==> config.mk <==
export PLATFORM = sky130hd
export DESIGN_NAME = jogo_sequencia_param
export DESIGN_NICKNAME = d
export VERILOG_FILES = /design/src/rtl/jogo_sequencia_param_pkg.sv /design/src/rtl/jogo_sequencia_uc.sv /design/src/rtl/jogo_sequencia_param.sv
export SDC_FILE = /design/constraint.sdc
export NUM_CORES = 1
export LEC_CHECK = 0
export BUFFER_PORTS_ARGS = -buffer_cell sky130_fd_sc_hd__buf_2
export CAP_MARGIN = 10
export CORE_ASPECT_RATIO = 0.8
export CORE_MARGIN = 2
export CORE_UTILIZATION = 40
export CTS_CLUSTER_DIAMETER = 60
export DETAILED_ROUTE_END_ITERATION = 12
export SKIP_LAST_GASP = 1
export SLEW_MARGIN = 20
export SYNTH_ARGS = -nofsm -noshare
export SYNTH_HDL_FRONTEND = slang
export SYNTH_HIERARCHICAL = 1
export SYNTH_SLANG_ARGS = --single-unit
==> constraint.sdc <==
create_clock -name clock -period 2.46 [get_ports clock]
set_clock_uncertainty 0.1 [all_clocks]
set_input_delay 0.246 -clock clock [delete_from_list [all_inputs] [get_ports clock]]
set_output_delay 0.246 -clock clock [all_outputs]
set_load 0.05 [all_outputs]
==> src/rtl/jogo_sequencia_param_pkg.sv <==
`default_nettype none
// ============================================================================
// jogo_sequencia_param_pkg : state codes and sequence ROM indexing
// Rev 1.0
// ============================================================================
package jogo_sequencia_param_pkg;

  typedef enum logic [3:0] {
    INICIAL       = 4'h0,
    PREPARA       = 4'h1,
    INICIA_RODADA = 4'h2,
    ESPERA        = 4'h3,
    REGISTRA      = 4'h4,
    COMPARA       = 4'h5,
    PROX_JOGADA   = 4'h6,
    PROX_RODADA   = 4'h7,
    FIM_ACERTO    = 4'hA,
    FIM_TIMEOUT   = 4'hD,
    FIM_ERRO      = 4'hE
  } estado_t;

  // Bit position lit by ROM word a on an n-button board.
  function automatic int unsigned rom_idx(input int unsigned a, input int unsigned n);
    return (3 * a + 1) % n;
  endfunction

endpackage
`default_nettype wire

==> src/rtl/jogo_sequencia_uc.sv <==
`default_nettype none
// ============================================================================
// jogo_sequencia_uc : game control FSM with registered Moore end-state flags
// Rev 1.0
// ============================================================================
module jogo_sequencia_uc
  import jogo_sequencia_param_pkg::*;
(
  input  logic    clock,
  input  logic    reset,
  input  logic    jogar,
  input  logic    tem_jogada,
  input  logic    fim_timer,
  input  logic    igual,
  input  logic    fim_rodada,
  input  logic    ultima_rodada,
  output estado_t estado,
  output logic    pronto,
  output logic    ganhou,
  output logic    perdeu,
  output logic    timeout
);

  estado_t estado_q, estado_d;
  logic    pronto_q, ganhou_q, perdeu_q, timeout_q;

  always_comb begin
    estado_d = estado_q;
    case (estado_q)
      INICIAL:       if (jogar) estado_d = PREPARA;
      PREPARA:       estado_d = INICIA_RODADA;
      INICIA_RODADA: estado_d = ESPERA;
      ESPERA: begin
        // Timeout has priority over a press arriving in the same cycle.
        if (fim_timer)       estado_d = FIM_TIMEOUT;
        else if (tem_jogada) estado_d = REGISTRA;
      end
      REGISTRA:      estado_d = COMPARA;
      COMPARA: begin
        if (!igual)              estado_d = FIM_ERRO;
        else if (!fim_rodada)    estado_d = PROX_JOGADA;
        else if (ultima_rodada)  estado_d = FIM_ACERTO;
        else                     estado_d = PROX_RODADA;
      end
      PROX_JOGADA:   estado_d = ESPERA;
      PROX_RODADA:   estado_d = INICIA_RODADA;
      FIM_ACERTO, FIM_ERRO, FIM_TIMEOUT: if (jogar) estado_d = PREPARA;
      default:       estado_d = INICIAL;
    endcase
  end

  // Flags are decoded from the next state so they line up with estado_q.
  always_ff @(posedge clock) begin
    if (reset) begin
      estado_q  <= INICIAL;
      pronto_q  <= 1'b0;
      ganhou_q  <= 1'b0;
      perdeu_q  <= 1'b0;
      timeout_q <= 1'b0;
    end else begin
      estado_q  <= estado_d;
      pronto_q  <= estado_d inside {FIM_ACERTO, FIM_ERRO, FIM_TIMEOUT};
      ganhou_q  <= (estado_d == FIM_ACERTO);
      perdeu_q  <= (estado_d == FIM_ERRO) || (estado_d == FIM_TIMEOUT);
      timeout_q <= (estado_d == FIM_TIMEOUT);
    end
  end

  assign estado  = estado_q;
  assign pronto  = pronto_q;
  assign ganhou  = ganhou_q;
  assign perdeu  = perdeu_q;
  assign timeout = timeout_q;

endmodule
`default_nettype wire

==> src/rtl/jogo_sequencia_param.sv <==
`default_nettype none
// ============================================================================
// jogo_sequencia_param : sequence-memory game top (datapath + control FSM)
// Rev 1.0
// ============================================================================
module jogo_sequencia_param
  import jogo_sequencia_param_pkg::*;
#(
  parameter int N_BOTOES       = 4,
  parameter int N_SEQ          = 16,
  parameter int TIMEOUT_CICLOS = 5000,
  localparam int AW            = $clog2(N_SEQ)
) (
  input  logic                clock,
  input  logic                reset,
  input  logic                jogar,
  input  logic                modo,
  input  logic [N_BOTOES-1:0] botoes,
  output logic [N_BOTOES-1:0] leds,
  output logic                pronto,
  output logic                ganhou,
  output logic                perdeu,
  output logic                timeout,
  output logic [3:0]          db_estado,
  output logic [AW-1:0]       db_endereco,
  output logic [AW-1:0]       db_rodada,
  output logic [N_BOTOES-1:0] db_memoria,
  output logic [N_BOTOES-1:0] db_jogada,
  output logic                db_tem_jogada
);

  localparam int            TW        = $clog2(TIMEOUT_CICLOS + 1);
  localparam logic [TW-1:0] T_MAX     = TW'(TIMEOUT_CICLOS - 1);
  localparam logic [AW-1:0] LIM_LONGO = AW'(N_SEQ - 1);
  localparam logic [AW-1:0] LIM_CURTO = AW'(N_SEQ / 2 - 1);

  estado_t             estado;
  logic [AW-1:0]       e_q, e_d, s_q, s_d;
  logic [N_BOTOES-1:0] r_q, r_d;
  logic [TW-1:0]       timer_q, timer_d;
  logic                modo_q, modo_d;
  logic                any_q;
  logic                tem_jogada;
  logic [N_BOTOES-1:0] memoria;
  logic [AW-1:0]       limite;

  // A play is only the rising edge of "any button down".
  assign tem_jogada = (|botoes) & ~any_q;
  assign limite     = modo_q ? LIM_CURTO : LIM_LONGO;

  for (genvar g = 0; g < N_BOTOES; g++) begin : g_rom
    assign memoria[g] = (rom_idx(32'(e_q), N_BOTOES) == g);
  end

  always_comb begin
    e_d     = e_q;
    s_d     = s_q;
    r_d     = r_q;
    modo_d  = modo_q;
    timer_d = '0;
    case (estado)
      PREPARA: begin
        e_d    = '0;
        s_d    = '0;
        r_d    = '0;
        modo_d = modo;
      end
      INICIA_RODADA: e_d     = '0;
      ESPERA:        timer_d = timer_q + 1'b1;
      REGISTRA:      r_d     = botoes;
      PROX_JOGADA:   e_d     = e_q + 1'b1;
      PROX_RODADA:   s_d     = s_q + 1'b1;
      default: ;
    endcase
  end

  always_ff @(posedge clock) begin
    if (reset) begin
      e_q     <= '0;
      s_q     <= '0;
      r_q     <= '0;
      timer_q <= '0;
      modo_q  <= 1'b0;
    end else begin
      e_q     <= e_d;
      s_q     <= s_d;
      r_q     <= r_d;
      timer_q <= timer_d;
      modo_q  <= modo_d;
    end
    any_q <= |botoes;
  end

  jogo_sequencia_uc u_uc (
    .clock         (clock),
    .reset         (reset),
    .jogar         (jogar),
    .tem_jogada    (tem_jogada),
    .fim_timer     (timer_q == T_MAX),
    .igual         (r_q == memoria),
    .fim_rodada    (e_q == s_q),
    .ultima_rodada (s_q == limite),
    .estado        (estado),
    .pronto        (pronto),
    .ganhou        (ganhou),
    .perdeu        (perdeu),
    .timeout       (timeout)
  );

  assign leds          = botoes;
  assign db_estado     = estado;
  assign db_endereco   = e_q;
  assign db_rodada     = s_q;
  assign db_memoria    = memoria;
  assign db_jogada     = r_q;
  assign db_tem_jogada = tem_jogada;

endmodule
`default_nettype wire

==> impl_results.md <==
* H-tree level count at 2
* Sum of negative setup slack at 0 ns
* Via count of the first global-routing pass at 1433
* Critical path's slowest cell: sky130_fd_sc_hd__dfxtp_1
* Critical path, cell by cell: nand3_1 > or4_1 > nor4_1 > nor2_1 > o311ai_0 > a22oi_1 > nor4_2
* Register share of total power at 51.5%
* Core Footprint at 4570 sq um
* Internal at 0.861 mW
* Gate power share at 8.9%
* Parity-gate share of the synthesized area counting xor and xnor cells at 6.02%
* Global route total overflow at 0
* Total vias in the final route at 1612
* Number of CTS-inserted buffers at 5
* Unrepaired setup endpoints after global routing: false
* Share of post-route cells with drive strength above 1 at 25.1%
* Mapped cell area at 1890 sq um
* Fill cell instance count of the final layout at 463
* Total of buffers placed on input and output ports at 36
* Kind of start point of the critical path: flip-flop
* Switching portion of total power at 24.7%
* Mux cell area share after synthesis at 1.06%
* Horizontal die dimension at 80.9 um
* Crit Path Class: reg2reg
* Static leakage at 0.937 nW
* Cells after DPL at 295
* Cell count after synthesis at 208
* Outcome: finished clean
* Drt initial violations at 103
* Total nets after synthesis at 223
* Share of synthesized cell area in full adder, half adder and majority cells at 4.63%
* Normalized max-slew margin at 57.8%
* Largest family of logic cells by synthesized area: simple AND/OR/NAND/NOR gates
* Slew of the pin with the lowest slew margin at 0.624 ns
* Clock tree from TritonCTS: done
* Worst-Skew Late Latency at 0.28 ns
* Average instance area after synthesis at 9.09 sq um
* Final non-filler cell total at 303
* Top layer used by detailed routing: met4
* Data arrival time at the worst-slack endpoint at 2.24 ns
* Maximum fanout encountered on the critical timing path at 6
* Clk sink count at 35
* Final max-slew violation count at 0
* Initial core utilization at 41.4%
* Portion of the post-synthesis area used by sequential elements at 37.1%
* Core Rows at 22
* Clock slew at reported path FFs at 0.07 ns
* Synth Area in Compound Gates at 15.0%
* Global-route wire length before repair at 6820 um
* Maximum cell stage delay along the critical path at 0.40 ns
* Gp weighted congestion at 0.782
* Post-detailed-placement half-perimeter wirelength at 2910 um
* CP endpoint kind: flip-flop
* Fraction of the mapped netlist area in simple logic gates at 30.0%
* Post-detailed-route DRC marker count at 0
* Worst Hold Class: in2reg
* Post-DR wirelength/cell at 13.5 um
* Post-synthesis register bit count at 35
* Power Density at 523 nW/um^2
* Shortest clock period the worst path allows after layout at 2.14 ns
* Post-synth EDFFs at 0
* Io pins at 37
* Synth Warn # at 6
* Setup violations, final at 0
* Required time reported for the critical path endpoint at 2.56 ns
* Net total in the final layout at 257
* Clock Tree Buf Depth at 2
* Met2 layer wire length in the routed design at 1580 um
* Chip height at 65.5 um
* Met3 wirelength from detailed routing at 174 um
* Routed via count divided by cell count at 5.32
* Number of antenna-violating nets in the routed design at 0
* Maximum number of pins on one net before global-route repair at 19
* Share of async-settable or async-resettable flops after synthesis at 0%
* P_sw at 0.283 mW
* Commonest cells after routing, fill and taps aside: sky130_fd_sc_hd__buf_2 (36), sky130_fd_sc_hd__dfxtp_1 (33), sky130_fd_sc_hd__a21oi_1 (18)
* IR Drop Worst-Case VDD at 280 uV
* Clk root buf: sky130_fd_sc_hd__clkbuf_8
* Portion of total power attributed to the clock network at 39.6%
* Crit share post-route at 86.9%
* Drt first pass iters at 4
* Number of hold-slack violations in the final timing report at 0
* Max Fclk at 0.468 GHz
* Total detailed-routing wirelength at 4100 um
* Number of distinct standard cells referenced by the synthesized netlist at 53
* Category of cells accounting for the largest share of critical-path delay: simple AND/OR/NAND/NOR gates
* Pre-CTS setup slack at 0.229 ns
* Number of antenna violations at the first check in global routing at 0
* Worst slack on hold paths at 0.0964 ns
* Maximum capacitance violations at 0
* Area of placed instances at 2080 sq um
* Least setup slack across all paths after layout at 0.321 ns
* Number of antenna cells inserted at 0
* Die area at 5300 sq um
* Most used flip-flop cell after synthesis: sky130_fd_sc_hd__dfxtp_1
* Post-layout instance area at 2190 sq um
* Overall Global Routing Usage at 16.7%
* Routed metal-1 wirelength at 2290 um
* Most common cell after layout, fill and taps aside: sky130_fd_sc_hd__buf_2
* Signed area change from the synthesized netlist to the final layout at 15.8%
* Buffers & Inverters on Critical Path at 0
[sequential cells by signal, summed over array words and instances, names as in the netlist]
signal	count
any_q	1
db_endereco	4
db_jogada	4
db_rodada	4
modo_q	1
timer_q	13
u_uc/estado	4
u_uc/ganhou	1
u_uc/perdeu	1
u_uc/pronto	1
u_uc/timeout	1
[worst min-delay path: cells and delay by family]
kind | cells | cell delay, ns
buffers and inverters | 1 | 0.07
AND/OR/NAND/NOR | 1 | 0.07
multiplexers | 1 | 0.05
[final timing paths]
| check | start | endpoint | cells after the start | slack, ns |
|---|---|---|---|---|
| worst max-delay path | timer_q[7] | u_uc/timeout | 7 | 0.32 |
| worst min-delay path | modo | modo_q | 3 | 0.1 |
| worst max register to register | timer_q[7] | u_uc/timeout | 7 | 0.32 |
| worst min register to register | timer_q[11] | timer_q[11] | 2 | 0.38 |
[power by group through the flow]
stage	clock network [mW]	logic, mW	registers, mW
after floorplan	0	0.0799	0.605
after global placement	0	0.100	0.603
after detailed placement	0	0.101	0.602
after CTS	0.467	0.102	0.589
after global routing	0.496	0.109	0.591
final	0.453	0.101	0.590
[per-layer routing]
layer,global-route usage (%),vias up
li1,-,829
met5,0,-
met3,3.71,5
met1,25.4,748
met2,22.4,30
met4,6.36,0
[stage by stage]
step / total power [mW] / util (%)
2_1_floorplan: 0.685 / -
3_3_place_gp: 0.703 / 45.6
3_5_place_dp: 0.703 / 45.6
4_1_cts: 1.16 / 47.8
5_1_grt: 1.20 / 47.9
6_report: 1.14 / 47.9
[final cells by class]
type	instances	area, sq um	area share, %
multi-input cells	153	1080	49.4
well taps	60	75.1	3.43
clock buffers	8	100	4.57
flip-flops and latches	35	703	32.1
inverters	9	33.8	1.54
repair buffers	38	195	8.92
[what timing repair did]
action | CTS | global route
setup endpoints to repair | 0 | 2
hold buffers | 0 | 0
gates resized for setup | 0 | 1
buffers inserted | 0 | 0
[kinds of logic (layout without fill, tap and decap cells)]
logic type                 count (synthesis)  count (layout)
xor gates and xnor gates                  13              13
buffers and inverters                     20              55
and+or+nand+nor                           89              89
muxes                                      2               2
adders and majority gates                  7               7
DFF                                       35              35
AOI/OAI and AO/OA                         42              42
[cell usage after synthesis, drive strengths merged (3+ instances only)]
cell / count / area share, %
nand3b: 3 / 1.9
nor4: 5 / 2.0
xor2: 11 / 5.1
a311oi: 4 / 1.9
buf: 10 / 4.2
o31ai: 4 / 1.6
nor2b: 3 / 0.99
nand4: 5 / 2.4
ha: 7 / 4.6
nand2: 14 / 2.8
nand2b: 5 / 1.7
a21oi: 18 / 4.8
nor2: 12 / 2.4
or3: 4 / 1.5
or4: 6 / 2.4
nand3: 16 / 4.2
dfxtp: 35 / 37
inv: 9 / 1.8
o21ai: 6 / 1.8
and3: 3 / 1.3
Note: power is estimated with default switching activity, not from simulation.
